===== src/rtl/sync_memory.sv =====
// sync_memory: single-port synchronous RAM with a chip_en/read_write command
// interface, per-byte write enables, a post-reset clear engine, out-of-range
// trapping and a registered read path of 1 or 2 cycles.
//
// Handshake: a request (chip_en, read_write, address, data_in, byte_en) is
// accepted on a rising clk edge when chip_en=1 and ready=1; one request per
// cycle with no bubbles. Requests presented while ready=0 are dropped, not
// held. Reads answer with a one-cycle data_valid pulse RD_LAT cycles after
// accept; there is no back-pressure on the response side.
module sync_memory #(
  parameter int DATA_W = 8,
  parameter int ADDR_W = 8,
  parameter int DEPTH  = 256,
  parameter int RD_LAT = 1
) (
  input  logic                  clk,
  input  logic                  rst,
  input  logic                  chip_en,
  input  logic                  read_write,
  input  logic [ADDR_W-1:0]     address,
  input  logic [DATA_W-1:0]     data_in,
  input  logic [DATA_W/8-1:0]   byte_en,
  output logic                  ready,
  output logic [DATA_W-1:0]     data_out,
  output logic                  data_valid,
  output logic                  addr_err,
  output logic                  busy
);

  localparam int NB    = DATA_W / 8;
  localparam int IDX_W = (DEPTH > 1) ? $clog2(DEPTH) : 1;
  // Counter/compare constants are ADDR_W+1 bits so DEPTH = 2**ADDR_W fits.
  localparam logic [ADDR_W:0] DEPTH_V = (ADDR_W + 1)'(DEPTH);
  localparam logic [ADDR_W:0] LAST_V  = (ADDR_W + 1)'(DEPTH - 1);

  localparam logic [0:0] S_CLEAR = 1'b0;
  localparam logic [0:0] S_IDLE  = 1'b1;

  // FSM state is kept as a plain named signal so checkers can bind to it.
  logic [0:0]        state;
  logic [ADDR_W:0]   cnt;
  logic [DATA_W-1:0] mem [DEPTH];

  logic              accept;
  logic              in_range;
  logic [IDX_W-1:0]  addr_idx;
  logic [IDX_W-1:0]  cnt_idx;

  logic              s1_valid;
  logic              s1_err;
  logic [DATA_W-1:0] s1_data;
  logic              wr_err;
  logic              out_err;

  assign ready    = (state == S_IDLE);
  assign busy     = (state == S_CLEAR);
  assign accept   = ready & chip_en;
  assign in_range = ({1'b0, address} < DEPTH_V);
  assign addr_idx = address[IDX_W-1:0];
  assign cnt_idx  = cnt[IDX_W-1:0];

  // Clear sequencer: walk cnt from 0 to DEPTH-1, then park in IDLE until reset.
  always_ff @(posedge clk or posedge rst) begin
    if (rst) begin
      state <= S_CLEAR;
      cnt   <= '0;
    end else if (state == S_CLEAR) begin
      cnt <= cnt + 1'b1;
      if (cnt == LAST_V) begin
        state <= S_IDLE;
      end
    end
  end

  // Storage: zeroed by the clear engine, otherwise byte-masked in-range writes.
  always_ff @(posedge clk) begin
    if (state == S_CLEAR) begin
      mem[cnt_idx] <= '0;
    end else if (accept && read_write && in_range) begin
      for (int i = 0; i < NB; i++) begin
        if (byte_en[i]) begin
          mem[addr_idx][8*i +: 8] <= data_in[8*i +: 8];
        end
      end
    end
  end

  // First read stage: sample the array at the accept edge; data holds otherwise.
  always_ff @(posedge clk or posedge rst) begin
    if (rst) begin
      s1_valid <= 1'b0;
      s1_err   <= 1'b0;
      s1_data  <= '0;
    end else begin
      s1_valid <= accept & ~read_write;
      s1_err   <= accept & ~read_write & ~in_range;
      if (accept && !read_write) begin
        s1_data <= in_range ? mem[addr_idx] : '0;
      end
    end
  end

  // Out-of-range write flag: one cycle after accept regardless of RD_LAT.
  always_ff @(posedge clk or posedge rst) begin
    if (rst) begin
      wr_err <= 1'b0;
    end else begin
      wr_err <= accept & read_write & ~in_range;
    end
  end

  generate
    if (RD_LAT == 2) begin : g_lat2
      logic              s2_valid;
      logic              s2_err;
      logic [DATA_W-1:0] s2_data;

      // Optional output pipeline register; data only moves with a valid beat.
      always_ff @(posedge clk or posedge rst) begin
        if (rst) begin
          s2_valid <= 1'b0;
          s2_err   <= 1'b0;
          s2_data  <= '0;
        end else begin
          s2_valid <= s1_valid;
          s2_err   <= s1_err;
          if (s1_valid) begin
            s2_data <= s1_data;
          end
        end
      end

      assign data_valid = s2_valid;
      assign data_out   = s2_data;
      assign out_err    = s2_err;
    end else begin : g_lat1
      assign data_valid = s1_valid;
      assign data_out   = s1_data;
      assign out_err    = s1_err;
    end
  endgenerate

  assign addr_err = wr_err | out_err;

endmodule


===== config.mk =====
export PLATFORM = sky130hd
export DESIGN_NAME = sync_memory
export DESIGN_NICKNAME = d
export VERILOG_FILES = /design/src/rtl/sync_memory.sv
export SDC_FILE = /design/constraint.sdc
export NUM_CORES = 2
export LEC_CHECK = 0
export CAP_MARGIN = 20
export CORE_ASPECT_RATIO = 1.1
export CORE_MARGIN = 4
export CORE_UTILIZATION = 45
export DETAILED_ROUTE_END_ITERATION = 12
export DONT_BUFFER_PORTS = 1
export PLACE_DENSITY = 0.58
export SLEW_MARGIN = 30
export SYNTH_ARGS = -nofsm -noshare
export SYNTH_HDL_FRONTEND = slang
export SYNTH_SLANG_ARGS = --single-unit

===== constraint.sdc =====
create_clock -name clk -period 9.95 [get_ports clk]
set_input_delay 1.4925 -clock clk [delete_from_list [all_inputs] [get_ports clk]]
set_output_delay 1.4925 -clock clk [all_outputs]
set_load 0.005 [all_outputs]

==> reports/metrics.yaml <==
pwr_density_cell_nw_per_um2: 191
max_cap_viol_count: 0
dp.final_hpwl_um: 123000
crit_slowest_cell: "sky130_fd_sc_hd__o31ai_2"
timing.critical_path.to_type: "flop"
cts.root.buffer_cell: "sky130_fd_sc_hd__clkbuf_16"
worstMarginPinSlew_ns: 1.09
layout.area.seq_sq_um: 62000
routed_wire_length_per_instance_um: 32.2
clock_sinks: 2067
finish.net_count: 3974
flow.area_growth_from_synthesis_pct: 10.6
cts_made_buffers: 196
vdd_ir_drop_max_mv: 0.186
ys_seq_elements: 2067
clock_path_buffers: 3
floorplan.die.width_um: 412
multiInputGateArea_sq_um: 17500
post-synth-top-count-cell: "sky130_fd_sc_hd__edfxtp_1"
ys_async_sr_fraction_pct: 0.919
run_status: "completed"
timing.critical_path.required_ns: 10.72
htreeDepth: 4
critical-path-top-delay-family: "buffers and inverters"
power.static_leakage_nw: 22.8
synth_warnings: 0
finalHoldViolCount: 0
min_period_ns: 6.21
io-pin-count: 33
clk-insertion-delay-late_ns: 0.83
synth-edff-count: 2048
timing.max_slew.rel_slack_pct: 26.6
min_period_over_period_pct: 62.4
cts_hold_buf: 0
postRouteWirelength_um: 209000
detailed_route_via_count: 39600
pwr-share-seq_pct: 55.2
die_area_sq_um: 187000
cts_resized: 0
number_of_antenna_violations_at_the_first_check_in_global_routing: 3
path_class_of_the_lowest_slack_min_delay_path: "reg2reg"
switchingPower_w: 0.00334
synth_area_leader_cell: "sky130_fd_sc_hd__edfxtp_1"
gp_congestion: 0.841
ys.flop_type: "sky130_fd_sc_hd__edfxtp_1"
post-place-cells: 6122
post-layout-total-power_w: 0.0171
critPathMaxFanout: 128
grt_setup_unrepaired: "no"
finClkSkew_ns: 0.0282
layout_fillers: 14200
post-route-drc-count: 0
cts_clk_pin_slew_worst_paths_ns: 0.06
netlist_instances: 3932
core_area_sq_um: 178000
rows: 162
clock_power_share_pct: 43.2
syn-cell-area_sq_um: 80800
crit_arrival_ns: 6.97
setup-tns-final_ns: 0
synth.top_cells.by_count: "sky130_fd_sc_hd__edfxtp_1 (2,048), sky130_fd_sc_hd__mux4_2 (400), sky130_fd_sc_hd__mux2i_1 (305)"
timing_worst_setup_path_type: "in2reg"
die_height_um: 453
grt_first_pass_wirelength_um: 299000
post_synth.cell_area_avg_sq_um: 20.6
grt_overflow_total: 0
firstDrtPassIters: 5
cpMostUsedCell: "sky130_fd_sc_hd__buf_16"
final_util_pct: 50.2
sw_frac_of_total_pct: 19.6
ys_types: 59
crit_path_max_incr_delay_ns: 0.66
number_of_setup_buffers_added_after_cts: 0
starting_density_of_the_core_pct: 45.4
path_cells: "buf_16, buf_16, buf_16, buf_16, mux2i_1, a22oi_1, nand4_1, o31ai_2, o2111ai_1, nor3_1, a211o_1"
synth-seq-area-share_pct: 76.7
setup-violations-final: 0
tritoncts: "built"
via_count_of_the_first_global_routing_pass: 39400
dr.first_iter.drc_count: 4815
cp.buffers_inverters: 4
layout-drive-gt1-share_pct: 19.1
synth_top_cells_by_area: "sky130_fd_sc_hd__edfxtp_1 (76%), sky130_fd_sc_hd__mux4_2 (11%), sky130_fd_sc_hd__mux2i_1 (3.8%)"
grt_start_max_net_pins: 653
globalRouteTotalUtil_pct: 22.4
timing_max_transition_violations_final: 0
route.antenna.remaining_nets: 0
vias_per_cell: 6.10
crit_path_start_kind: "input pin"
clock.fmax_mhz: 161
buffer_ports.inserted: 0
p_int_w: 0.0137
p_comb_share_pct: 1.6
synthDominantCellAreaShare_pct: 76.1
synthesized_netlist_net_count: 3955
final-instance-count-excl-fill: 6496
[through the flow]
step	instance area, sq um	setup WS [ns]	hold WS, ns
final	89400	3.74	0.504
after global routing	89400	3.65	0.544
after floorplan	80800	3.61	0.453
after detailed placement	82900	4.32	0.490
after CTS	89100	5.22	0.504
after global placement	82800	4.47	0.466
[metal layers]
metal	global-route usage (%)	share of wire, %	vias to the layer above
li1	-	-	16400
met1	32.0	42	21300
met2	35.4	48	1624
met3	4.13	7.3	308
met4	6.94	3.2	2
met5	0	0.0038	-
[cell families after synthesis]
family          Yosys count  synth area share [%]
buf+inv                 246                  1.89
other cells               1               0.00464
mux                     709                  15.0
flops                  2067                  76.7
compound gates          381                  3.39
fa+ha+maj                 2                0.0309
simple gates            519                  2.97
xor+xnor                  7                0.0758
[worst min-delay path, stage by stage (launching register included)]
cell and delay, ns:
sky130_fd_sc_hd__dfrtp_1 0.35, sky130_fd_sc_hd__nand2_1 0.05, sky130_fd_sc_hd__o21ai_0 0.06
[power by group through the flow]
stage                     Clock, W  Combinational [W]  Sequential (W)
after floorplan                  0           0.000281         0.00960
after global placement           0           0.000192         0.00960
after detailed placement         0           0.000193         0.00960
after CTS                  0.00748           0.000193         0.00942
after global routing       0.00784           0.000280         0.00941
final                      0.00736           0.000268         0.00942
[cell type report]
class	count	area share (%)
flip-flops and latches	2067	69.3
clock inverters	116	1.19
well taps	2378	3.33
inverters	7	0.0294
multi-input cells	1619	19.5
clock buffers	247	5.82
diodes	2	0.00560
repair buffers	60	0.757
[cells in the final DEF, fill, tap and decap left out, types with 7 or more instances in the layout]
cell type	count
sky130_fd_sc_hd__a211oi_1	19
sky130_fd_sc_hd__a21oi_1	45
sky130_fd_sc_hd__a221oi_1	8
sky130_fd_sc_hd__a22oi_1	73
sky130_fd_sc_hd__and2_4	8
sky130_fd_sc_hd__buf_16	7
sky130_fd_sc_hd__buf_4	44
sky130_fd_sc_hd__bufinv_16	18
sky130_fd_sc_hd__clkbuf_1	46
sky130_fd_sc_hd__clkbuf_16	201
sky130_fd_sc_hd__clkinv_1	43
sky130_fd_sc_hd__clkinv_2	36
sky130_fd_sc_hd__dfrtp_1	19
sky130_fd_sc_hd__edfxtp_1	2048
sky130_fd_sc_hd__inv_6	7
sky130_fd_sc_hd__mux2i_1	305
sky130_fd_sc_hd__mux4_2	400
sky130_fd_sc_hd__nand2_1	74
sky130_fd_sc_hd__nand2b_1	8
sky130_fd_sc_hd__nand3_1	20
sky130_fd_sc_hd__nand3b_1	10
sky130_fd_sc_hd__nand4_1	20
sky130_fd_sc_hd__nor2_1	263
sky130_fd_sc_hd__nor2_2	10
sky130_fd_sc_hd__nor2b_1	23
sky130_fd_sc_hd__nor3_1	28
sky130_fd_sc_hd__o2111ai_1	8
sky130_fd_sc_hd__o21ai_0	14
sky130_fd_sc_hd__o21ai_1	18
sky130_fd_sc_hd__o221a_1	7
sky130_fd_sc_hd__o221ai_1	77
sky130_fd_sc_hd__o22a_1	8
sky130_fd_sc_hd__o22ai_1	74
sky130_fd_sc_hd__o31ai_1	16
sky130_fd_sc_hd__or2_2	7
sky130_fd_sc_hd__or3_1	12
[final timing paths]
check                           startpoint          end  slack [ns]  cells past startpoint
worst min-delay path                cnt[8]       cnt[8]        0.50                      2
worst max-delay path            address[0]  data_out[4]        3.74                     11
max in group asynchronous              rst       cnt[7]        8.97                      1
worst min register to register      cnt[8]       cnt[8]        0.50                      2
worst max register to register       ready    mem[3][1]        5.65                      5
min in group asynchronous              rst   data_valid        0.58                      1
[registers in the layout (all words and copies together), names as in the netlist]
signal,cells
data_out,8
data_valid,1
ready,1
cnt,9
mem,2048
(Power assumes the default switching activity.)
